--- src/rtl/decode_sched.sv ---
// rtl/decode_sched.sv - job-level scheduler for the LZS decode engine
//
// Runs one decode job at a time. For each job it clears the decoder,
// enables it, counts the bytes it produces against the expected length,
// throttles it, detects end/overrun/stall, and returns one status record.
//
// Ports:
//   clk, rst          clock (rising edge), asynchronous active-low reset
//   job_valid/ready   job descriptor handshake; job_id tag, job_olen length
//   dec_rst, dec_ce   decoder clear (active high) and enable
//   dec_out_valid     decoder produced one byte this cycle
//   dec_out_done      decoder reached END
//   fo_full           downstream output FIFO full
//   dec_fo_full       throttle to decoder: fo_full or length reached
//   sts_valid/ready   status handshake; sts_id, sts_len, sts_code
//                     (code 0 ok, 1 overrun, 2 timeout, 3 short)
module decode_sched #(
   parameter int CLR_CYC   = 2,
   parameter int DRAIN_CYC = 2,
   parameter int TMO_W     = 16
) (
   input  logic        clk,
   input  logic        rst,
   input  logic        job_valid,
   output logic        job_ready,
   input  logic [3:0]  job_id,
   input  logic [15:0] job_olen,
   output logic        dec_rst,
   output logic        dec_ce,
   input  logic        dec_out_valid,
   input  logic        dec_out_done,
   input  logic        fo_full,
   output logic        dec_fo_full,
   output logic        sts_valid,
   input  logic        sts_ready,
   output logic [3:0]  sts_id,
   output logic [15:0] sts_len,
   output logic [1:0]  sts_code
);

   typedef enum logic [2:0] {
      S_IDLE  = 3'd0,
      S_CLR   = 3'd1,
      S_RUN   = 3'd2,
      S_DRAIN = 3'd3,
      S_STS   = 3'd4
   } state_t;

   localparam logic [3:0] CLR_LAST   = 4'(CLR_CYC - 1);
   localparam logic [3:0] DRAIN_LAST = 4'(DRAIN_CYC - 1);
   // Value one below all-ones: incrementing from here makes the counter
   // reach all-ones, which is the timeout event.
   localparam logic [TMO_W-1:0] TMO_PRE = {{(TMO_W-1){1'b1}}, 1'b0};

   state_t            state;
   logic [3:0]        id_r;
   logic [15:0]       olen_r;
   logic [15:0]       byte_cnt;
   logic [TMO_W-1:0]  tmo_cnt;
   logic [3:0]        ph_cnt;

   logic              at_limit;
   logic              overrun;
   logic              cnt_inc;
   logic [15:0]       byte_nxt;

   // byte_cnt can never exceed olen_r, so ">=" is the same as "==" here;
   // it also keeps the throttle high for the whole of an olen = 0 job.
   assign at_limit    = (byte_cnt >= olen_r);
   assign overrun     = dec_out_valid && at_limit;
   assign cnt_inc     = dec_out_valid && !at_limit;
   assign byte_nxt    = byte_cnt + {15'd0, cnt_inc};

   assign job_ready   = (state == S_IDLE);
   assign dec_fo_full = fo_full || at_limit;

   always_ff @(posedge clk or negedge rst) begin
      if (!rst) begin
         state     <= S_IDLE;
         id_r      <= '0;
         olen_r    <= '0;
         byte_cnt  <= '0;
         tmo_cnt   <= '0;
         ph_cnt    <= '0;
         dec_rst   <= 1'b0;
         dec_ce    <= 1'b0;
         sts_valid <= 1'b0;
         sts_id    <= '0;
         sts_len   <= '0;
         sts_code  <= '0;
      end else begin
         case (state)
            S_IDLE: begin
               if (job_valid) begin
                  id_r     <= job_id;
                  olen_r   <= job_olen;
                  byte_cnt <= '0;
                  tmo_cnt  <= '0;
                  sts_code <= 2'd0;
                  ph_cnt   <= '0;
                  dec_rst  <= 1'b1;
                  state    <= S_CLR;
               end
            end

            S_CLR: begin
               if (ph_cnt == CLR_LAST) begin
                  dec_rst <= 1'b0;
                  dec_ce  <= 1'b1;
                  ph_cnt  <= '0;
                  state   <= S_RUN;
               end else begin
                  ph_cnt <= ph_cnt + 4'd1;
               end
            end

            S_RUN: begin
               if (overrun) begin
                  sts_code  <= 2'd1;
                  dec_ce    <= 1'b0;
                  sts_valid <= 1'b1;
                  sts_id    <= id_r;
                  sts_len   <= byte_cnt;
                  state     <= S_STS;
               end else if (dec_out_done) begin
                  byte_cnt <= byte_nxt;
                  dec_ce   <= 1'b0;
                  ph_cnt   <= '0;
                  state    <= S_DRAIN;
               end else begin
                  byte_cnt <= byte_nxt;
                  // Any byte, or a full downstream FIFO, counts as progress.
                  if (dec_out_valid || fo_full) begin
                     tmo_cnt <= '0;
                  end else begin
                     tmo_cnt <= tmo_cnt + 1'b1;
                     if (tmo_cnt == TMO_PRE) begin
                        sts_code  <= 2'd2;
                        dec_ce    <= 1'b0;
                        sts_valid <= 1'b1;
                        sts_id    <= id_r;
                        sts_len   <= byte_cnt;
                        state     <= S_STS;
                     end
                  end
               end
            end

            S_DRAIN: begin
               // Late history bytes are still counted and still overrun-checked.
               if (overrun) begin
                  sts_code  <= 2'd1;
                  sts_valid <= 1'b1;
                  sts_id    <= id_r;
                  sts_len   <= byte_cnt;
                  state     <= S_STS;
               end else begin
                  byte_cnt <= byte_nxt;
                  if (ph_cnt == DRAIN_LAST) begin
                     sts_code  <= (byte_nxt == olen_r) ? 2'd0 : 2'd3;
                     sts_valid <= 1'b1;
                     sts_id    <= id_r;
                     sts_len   <= byte_nxt;
                     state     <= S_STS;
                  end else begin
                     ph_cnt <= ph_cnt + 4'd1;
                  end
               end
            end

            S_STS: begin
               if (sts_ready) begin
                  sts_valid <= 1'b0;
                  state     <= S_IDLE;
               end
            end

            default: begin
               state <= S_IDLE;
            end
         endcase
      end
   end

endmodule

--- config.mk ---
export PLATFORM = sky130hd
export DESIGN_NAME = decode_sched
export DESIGN_NICKNAME = d
export VERILOG_FILES = /design/src/rtl/decode_sched.sv
export SDC_FILE = /design/constraint.sdc
export NUM_CORES = 1
export LEC_CHECK = 0
export BUFFER_PORTS_ARGS = -buffer_cell sky130_fd_sc_hd__buf_4
export CAP_MARGIN = 10
export CORE_ASPECT_RATIO = 2
export CORE_MARGIN = 4
export CORE_UTILIZATION = 25
export DETAILED_ROUTE_END_ITERATION = 8
export SLEW_MARGIN = 20
export SYNTH_ARGS = -nofsm -noshare
export SYNTH_HDL_FRONTEND = slang
export SYNTH_SLANG_ARGS = --single-unit
--- constraint.sdc ---
create_clock -name clk -period 3.6 [get_ports clk]
set_input_delay 0.18 -clock clk [delete_from_list [all_inputs] [get_ports clk]]
set_output_delay 0.18 -clock clk [all_outputs]
set_load 0.02 [all_outputs]
==> impl_metrics.ini, run 1 <==
[detailed_routing]
routed_wl_um = 14400
wl_per_cell_um = 15.3
ant_nets = 0
viasPerCell = 4.75
firstDrtPassIters = 4
vias = 4460
drt_iter0_drc = 203
route.detailed.drc = 0

[power]
p_per_area_nw_per_um2 = 638
cellLeakagePower_nw = 2.86
peakVddDrop_uv = 274

[worst_hold_path]
hold_path_class = in -> reg

[die]
fp.coreArea_um2 = 19900
initial_core_util = 0.253
ioPinCount = 54
die_x_um = 108
die_h_um = 209
fp-row-count = 73
die_area_um2 = 22600

[synthesis]
syn-instance-count = 593
yosys-top-cells-area = dfrtp_1 (42%), nand2_1 (8.0%), ha_1 (5.5%), o21ai_1 (5.1%), xor2_1 (4.9%)
synth_top_cells_by_count = nand2_1 (108), dfrtp_1 (84), o21ai_1 (51)
synthesis.nets = 642
netlist.area_leader.share = 0.417
synth-edff-count = 0
ys_ff_latch = 84
ys_types = 62
syn_area_um2 = 5040
ys_seq_area_frac = 0.417
ys.flop_type = dfrtp_1
yosys_warnings = 0
yosysTopAreaCell = dfrtp_1
postSynthAreaPerCell_um2 = 8.51
async_flop_share = 1.00
synth.most_common_cell = nand2_1

[grt]
grt_overflow = 0
antenna_found_initial = 0
grt_pass1_vias = 4516
grt_pass1_wl_um = 23200
grt_max_degree = 65
grtUsageTotal = 0.132

[clocking]
clock_latency_ns = 0.36
cts_tree = yes
clk_pin_slew_ns = 0.07
cts.sinks = 84
root_buffer = clkbuf_16
clock_path_buffers = 2
numCtsBuffers = 9
htree_levels = 3

[sta]
skew_ns = 0.0113
fmax_mhz = 289
worst_slew_pin_slew_ns = 0.855
max_slew_margin = 0.430
period_needed_ns = 3.46
setup_violations = 0
final_hold_viol_count = 0
fin_setup_tns_ns = 0
fin_crit_sh = 0.962
slew_viol_final = 0

[finish]
diodes = 0
drive_gt1_frac = 0.214
utilization = 0.319
fin_nets = 720
area_growth_pct = 26.1

[job]
drv_cap = 0

[setup_path]
worst_setup_path_end_kind = flop
crit_path_max_fanout = 4
worst_ep_required_time_ns = 3.81
cp-start-kind = flop
crit_type = reg -> reg
arrival_ns = 3.67

[run_status]
status = completed

[place]
io_buffers = 53
dp_hpwl_um = 11000
gp_congestion = 0.834
[placed cells by master, fill, tap and decap left out, types with 3 or more instances in the layout]
cell type    n
mux2i_1      3
a31oi_1      5
nor2b_1      4
xnor2_1     12
and4_1       4
and2_1       5
inv_1       20
o21a_1       4
a21o_1       3
buf_4       96
o21ai_0     30
o31ai_1     11
o21ai_1     51
nand4_1     12
ha_1        19
nand2b_1     4
or3_1        3
nand2_1    108
nor2_1      44
and3_1      10
nand3_1     16
o22ai_1      5
dfrtp_1     84
nor3_1       6
clkbuf_16    9
nor3_2       5
a21oi_1     21
xor2_1      28
[repair_timing]
item | in CTS | in global routing
setup endpoints to repair | 2 | 3
hold buffers | 1 | 0
cloned | 0 | 0
gates resized for setup | 4 | 14
buffers inserted | 0 | 4
pin swaps | 1 | 14
hold endpoints to repair | 63 | 0
[sequential cells by signal, summed over array words and instances, names as in the netlist]
signal,count
byte_cnt,16
olen_r,16
sts_len,16
tmo_cnt,16
id_r,4
ph_cnt,4
sts_id,4
state,3
sts_code,2
dec_ce,1
dec_rst,1
sts_valid,1
[where the power goes]
group	switching [mW]	total, mW	internal [mW]
registers	0.195	1.35	1.15
logic	1.07	1.76	0.687
clock network	0.408	0.950	0.542
[logic make-up (layout without fill, tap and decap cells)]
| kind of cell | Yosys count | count (layout) | share of synthesized area |
|---|---|---|---|
| AOI/OAI and AO/OA | 149 | 149 | 0.177 |
| DFF | 84 | 84 | 0.417 |
| buffers and inverters | 53 | 136 | 0.0434 |
| xor gates and xnor gates | 40 | 40 | 0.0695 |
| and+or+nand+nor | 241 | 241 | 0.231 |
| muxes | 4 | 4 | 0.00819 |
| adders and majority gates | 22 | 22 | 0.0546 |
[stage by stage]
step                setup slack [ns]  instance area, um^2  total power [mW]  hold slack, ns  cells
floorplan                     0.0614                 5040              2.47          -0.116    593
global placement             -0.0262                 5930              3.04           0.336    917
detailed placement            -0.143                 5930              3.06           0.341    917
CTS                           0.0219                 6260              4.05         0.00454    934
global route                 -0.0216                 6360              4.36          0.0178    938
finish                         0.135                 6360              4.06          0.0129    938
[area by class of cell]
| cell class | count | area [um^2] |
|---|---|---|
| clock inverters | 7 | 75.1 |
| repair buffers | 98 | 742 |
| well taps | 262 | 328 |
| clock buffers | 9 | 225 |
| flip-flops and latches | 84 | 2100 |
| fillers | 2167 | 13600 |
| inverters | 22 | 82.6 |
| multi-input cells | 456 | 2800 |
[path summary, 6_finish.rpt]
path / from / to / cells after the start / slack, ns
max: olen_r[9]$_DFFE_PN0P_ / sts_code[1]$_DFFE_PN0P_ / 16 / 0.14
min: sts_ready / state[2]$_DFFE_PN0P_ / 2 / 0.01
max reg2reg: olen_r[9]$_DFFE_PN0P_ / sts_code[1]$_DFFE_PN0P_ / 16 / 0.14
min reg2reg: id_r[0]$_DFFE_PN0P_ / sts_id[0]$_DFFE_PN0P_ / 2 / 0.47
max in group asynchronous: rst / tmo_cnt[9]$_DFFE_PN0P_ / 3 / 2.32
min in group asynchronous: rst / sts_len[12]$_DFFE_PN0P_ / 2 / 0.44
[critical path, stage by stage, from the launching register on]
cell and delay, ns:
dfrtp_1 0.38, inv_1 0.06, ha_1 0.29, nand4_1 0.20
nor4_2 0.36, and3_4 0.27, nor3_4 0.05, and2_4 0.15
ha_4 0.15, nand3_1 0.12, nor3_2 0.05, buf_4 0.16
and4_1 0.22, xnor2_1 0.33, nand4_1 0.16, nor3_2 0.27
a31oi_1 0.11
[per-layer routing]
layer,routed length (um),track usage,part of all wire,vias to the layer above
met5,0,0,0,-
met4,476,0.0641,0.033,0
met3,646,0.0260,0.045,26
met2,8000,0.247,0.56,105
met1,5240,0.136,0.36,2108
li1,-,-,-,2221
Note: power is estimated with default switching activity, not from simulation.
==> run 2: changes to the inputs <==
==> constraint.sdc (replaced) <==
create_clock -name clk -period 3.4 [get_ports clk]
set_input_delay 0 -clock clk [delete_from_list [all_inputs] [get_ports clk]]
set_output_delay 0 -clock clk [all_outputs]
set_load 0.02 [all_outputs]
==> run 2 against run 1 <==
Clock-buffer cell count increased by 1; die area unchanged; cell count increased by 6.6%; global-route usage increased by 0.82 points; sequential power increased by 4%; via count increased by 5.7%; power increased by 15%; combinational power increased by 24%; fmax increased by 3.3%; hold slack improved by 0.031 ns; clock power increased by 13%; wire length increased by 8.9%; critical endpoint unchanged; largest cell class unchanged; highest routed layer unchanged.
==> impl_metrics.ini, run 2 (synthesis results as in run 1) <==
[finish]
regArea_um2 = 2100
nFillCells = 2079
final_area_um2 = 7010
drive_gt1_frac = 0.259
fin_nets = 782
layout_commonest_cell = buf_4
area_growth_pct = 38.9
mostFrequentLayoutCells = buf_4 (136), nand2_1 (108), dfrtp_1 (84), o21ai_1 (52), nor2_1 (45)
diodes = 0
fin_cells = 1000
multi_input_area_um2 = 2900

[sta]
slew_viol_final = 0
period_needed_ns = 3.35
fin_ws_ns = 0.0459
worst_slew_pin_slew_ns = 0.752
hold-worst-slack_ns = 0.0439
fmax_mhz = 298
skew_ns = 0.0112
max_slew_margin = 0.499
rsz0062_at_grt = true
fin_setup_tns_ns = 0
fin_crit_sh = 0.987
setup_violations = 0
final_hold_viol_count = 0

[die]
fp-row-count = 73
die_x_um = 108
initial_core_util = 0.253
die_h_um = 209
ioPinCount = 54
fp.coreArea_um2 = 19900
die_area_um2 = 22600

[detailed_routing]
viasPerCell = 4.72
drt_iter0_drc = 268
route.detailed.drc = 0
vias = 4716
wl_per_cell_um = 15.6
ant_nets = 0
firstDrtPassIters = 4
routed_wl_um = 15600

[power]
peakVddDrop_uv = 284
p_per_area_nw_per_um2 = 667
seq_power_share = 0.303
switchingPower_mw = 1.85
switching_share = 0.395
power_frac_comb = 0.469
internal_power_mw = 2.83
cellLeakagePower_nw = 3.20
p_clk_frac = 0.229

[setup_path]
r2r_start = byte_cnt[14]$_DFFE_PN0P_
crit_type = reg -> reg
cp-start-kind = flop
crit_path_max_fanout = 3
crit_start = byte_cnt[14]$_DFFE_PN0P_
arrival_ns = 3.57
worst_ep_required_time_ns = 3.61
worst_setup_path_end_kind = flop

[grt]
antenna_found_initial = 0
grt_pass1_wl_um = 24600
grt_pass1_vias = 4850
grt_overflow = 0
grtUsageTotal = 0.140
grt_max_degree = 59

[clocking]
numCtsBuffers = 9
clk_pin_slew_ns = 0.07
cts.sinks = 84
clock_latency_ns = 0.35
cts_tree = yes
htree_levels = 3
root_buffer = clkbuf_16
clock_path_buffers = 2

[place]
io_buffers = 53
gp_congestion = 0.882
dp_hpwl_um = 11900
dp.cells = 946
placed_area_um2 = 6170
pre_cts_slack_ns = -0.190

[worst_hold_path]
hold_path_class = in -> reg
min_from = job_valid

[job]
drv_cap = 0

[run_status]
status = completed
run 2: changes by cell type in the layout (fill, tap and decap cells not counted), sizes merged:
cell / change
buf: +41
bufinv: +1
clkbuf: +1
clkinv: -2
clkinvlp: +2
dlygate4sd3: +21
inv: -2
run 2: final timing paths:
| check | to | slack (ns) | cells past startpoint |
|---|---|---|---|
| min reg2reg | sts_id[2]$_DFFE_PN0P_ | 0.47 | 2 |
| max | sts_code[1]$_DFFE_PN0P_ | 0.05 | 15 |
| max reg2reg | sts_code[1]$_DFFE_PN0P_ | 0.05 | 15 |
| min | dec_rst$_DFFE_PN0P_ | 0.04 | 3 |
| max in group asynchronous | byte_cnt[4]$_DFFE_PN0P_ | 2.25 | 3 |
| min in group asynchronous | sts_id[1]$_DFFE_PN0P_ | 0.26 | 2 |
run 2: area by class of cell:
cell class / count / share of cell area
clock buffer: 10 / 0.0327
clock inverter: 6 / 0.0127
tap: 262 / 0.0468
sequential: 84 / 0.300
timing repair buffer: 160 / 0.183
multi-input combinational: 456 / 0.413
inverter: 22 / 0.0118
run 2: power groups by stage:
| stage | Clock (mW) | Combinational (mW) | Sequential [mW] |
|---|---|---|---|
| floorplan | 0 | 1.17 | 1.45 |
| global placement | 0 | 2.02 | 1.43 |
| detailed placement | 0 | 2.04 | 1.43 |
| CTS | 1.09 | 2.10 | 1.42 |
| global route | 1.12 | 2.41 | 1.44 |
| finish | 1.07 | 2.19 | 1.41 |
run 2: critical path: stages, from the launching register on:
cell	delay, ns
dfrtp_1	0.41
ha_4	0.28
nand4_1	0.20
nor4_2	0.39
and3_4	0.26
nor3_4	0.04
and2_4	0.15
ha_4	0.17
ha_4	0.24
xor2_1	0.14
a31oi_1	0.15
nand3_1	0.11
nor3_2	0.20
nand4_1	0.13
nor3_2	0.23
a31oi_1	0.11
run 2: through the flow:
step	power, mW	util
6_report	4.68	0.352
3_3_place_gp	3.44	0.310
5_1_grt	4.98	0.352
3_5_place_dp	3.47	0.310
4_1_cts	4.61	0.343
2_1_floorplan	2.62	-
run 2: what timing repair did:
item,CTS,global route
endpoints found under the setup margin,4,22
endpoints found under the hold margin,79,0
pin swaps,4,19
setup buffers,9,7
hold buffers,22,0
resized for setup,12,15
run 2: routing by layer:
metal	vias to the layer above	global-route usage	part of all wire
li1	2335	-	-
met1	2243	0.140	0.35
met2	99	0.260	0.55
met3	39	0.0139	0.032
met4	0	0.102	0.061
met5	-	0	0
==> run 3: changes to the inputs <==
--- a/config.mk
+++ b/config.mk
@@ -10,6 +10,7 @@
 export CORE_ASPECT_RATIO = 2
 export CORE_MARGIN = 4
 export CORE_UTILIZATION = 25
+export CTS_BUF_LIST = sky130_fd_sc_hd__clkbuf_16
 export DETAILED_ROUTE_END_ITERATION = 8
 export SLEW_MARGIN = 20
 export SYNTH_ARGS = -nofsm -noshare
==> run 3 against run 2 <==
Sequential power about the same; sequential share of layout area unchanged; register-to-register slack about the same; combinational power is essentially flat; cell count stayed put; utilization stayed put; non-clock buffer count is the same; fmax barely moved; global-route usage unchanged; via count is essentially flat; clock-buffer cell count down 1; clock power is essentially flat; critical endpoint unchanged; largest cell class unchanged; largest power group unchanged; highest routed layer unchanged.
==> impl_metrics.ini, run 3 (synthesis results as in run 1) <==
[grt]
grt_overflow = 0
antenna_found_initial = 0
grt_max_degree = 59
grt_pass1_wl_um = 24600
grtUsageTotal = 0.140
grt_pass1_vias = 4850

[setup_path]
crit_path_max_fanout = 3
r2r_start = byte_cnt[14]$_DFFE_PN0P_
crit_type = reg -> reg
ff2ff_path_depth = 15
reg2reg_to = sts_code[1]$_DFFE_PN0P_
worst_setup_path_end_kind = flop
worst_ep_required_time_ns = 3.61
arrival_ns = 3.57
reg2reg_slack_ns = 0.05
crit_start = byte_cnt[14]$_DFFE_PN0P_
cp-start-kind = flop

[sta]
period_needed_ns = 3.35
fin_crit_sh = 0.987
skew_ns = 0.0111
fin_setup_tns_ns = 0
rsz0062_at_grt = true
fin_ws_ns = 0.0455
worst_slew_pin_slew_ns = 0.752
slew_viol_final = 0
fmax_mhz = 298
final_hold_viol_count = 0
setup_violations = 0
max_slew_margin = 0.499

[power]
cellLeakagePower_nw = 3.21
p_per_area_nw_per_um2 = 667
peakVddDrop_uv = 284

[die]
fp-row-count = 73
ioPinCount = 54
die_h_um = 209
die_area_um2 = 22600
die_x_um = 108
fp.coreArea_um2 = 19900
initial_core_util = 0.253

[clocking]
root_buffer = clkbuf_16
htree_levels = 3
numCtsBuffers = 9
cts.sinks = 84
clk_pin_slew_ns = 0.07
clock_path_buffers = 2
clock_latency_ns = 0.35
cts_tree = yes

[place]
gp_congestion = 0.882
dp_hpwl_um = 11900
io_buffers = 53
pre_cts_slack_ns = -0.190

[detailed_routing]
drt_iter0_drc = 268
ant_nets = 0
firstDrtPassIters = 4
viasPerCell = 4.71
vias = 4714
route.detailed.drc = 0
wl_per_cell_um = 15.6
routed_wl_um = 15600

[worst_hold_path]
min_from = job_valid
min_path_cells = 3
worstHoldEndpoint = dec_rst$_DFFE_PN0P_
hold_path_class = in -> reg

[finish]
layout_commonest_cell = buf_4
mostFrequentLayoutCells = buf_4 (136), nand2_1 (108), dfrtp_1 (84), o21ai_1 (52), nor2_1 (45)
diodes = 0
drive_gt1_frac = 0.259
area_growth_pct = 38.9
fin_nets = 782

[run_status]
status = completed

[job]
drv_cap = 0
[run 3: cell count changes in the layout (fill, tap and decap cells not counted), sizes merged]
cell | previous run | this run
inv | 22 | 23
clkbuf | 10 | 9
[run 3: how the worst max path moves through the flow]
stage,to,slack [ns],cells after the start
6_report,sts_code[1]$_DFFE_PN0P_,0.05,15
5_1_grt,sts_code[1]$_DFFE_PN0P_,-0.16,16
4_1_cts,sts_code[1]$_DFFE_PN0P_,0.01,14
3_5_place_dp,sts_code[1]$_DFFE_PN0P_,-0.19,15
3_3_place_gp,sts_code[1]$_DFFE_PN0P_,-0.1,16
2_1_floorplan,sts_code[1]$_DFFE_PN0P_,0.01,16
[run 3: what timing repair did]
action / CTS / global route
endpoints found under the hold margin: 79 / 0
pin swaps: 4 / 19
setup endpoints to repair: 4 / 22
setup buffers: 9 / 7
hold buffers: 22 / 0
cloned: 0 / 0
gates resized for setup: 12 / 15
[run 3: cell type report]
class                      count  area [um^2]
fill                        2079        12900
clock inverter                 7         92.6
timing repair buffer         160         1280
tap                          262          328
inverter                      22         82.6
sequential                    84         2100
clock buffer                   9          225
multi-input combinational    456         2900
[run 3: layer usage]
layer | GRT usage | wire [um]
met5 | 0 | 0
met4 | 0.102 | 956
met3 | 0.0139 | 494
met2 | 0.260 | 8660
met1 | 0.140 | 5540
[run 3: where the power goes]
| part | leakage, nW | total [mW] | internal, mW | switching (mW) |
|---|---|---|---|---|
| logic | 1.94 | 2.19 | 0.962 | 1.23 |
| registers | 1.11 | 1.41 | 1.22 | 0.193 |
| clock network | 0.153 | 1.07 | 0.641 | 0.427 |
| total | 3.21 | 4.68 | 2.82 | 1.85 |
[run 3: metrics by stage]
stage	power, mW	cells	hold slack (ns)	util	area (um^2)
after floorplan	2.62	593	-0.296	-	5050
after global placement	3.44	946	0.128	0.310	6170
after detailed placement	3.47	946	0.130	0.310	6170
after CTS	4.60	993	0.0378	0.343	6830
after global routing	4.98	1000	0.0619	0.352	7010
final	4.68	1000	0.0435	0.352	7010
[run 3: critical path, cell delays in order (launching register included)]
cell     delay [ns]
dfrtp_1        0.41
ha_4           0.28
nand4_1        0.20
nor4_2         0.39
and3_4         0.26
nor3_4         0.04
and2_4         0.15
ha_4           0.17
ha_4           0.24
xor2_1         0.14
a31oi_1        0.15
nand3_1        0.11
nor3_2         0.20
nand4_1        0.13
nor3_2         0.23
a31oi_1        0.11
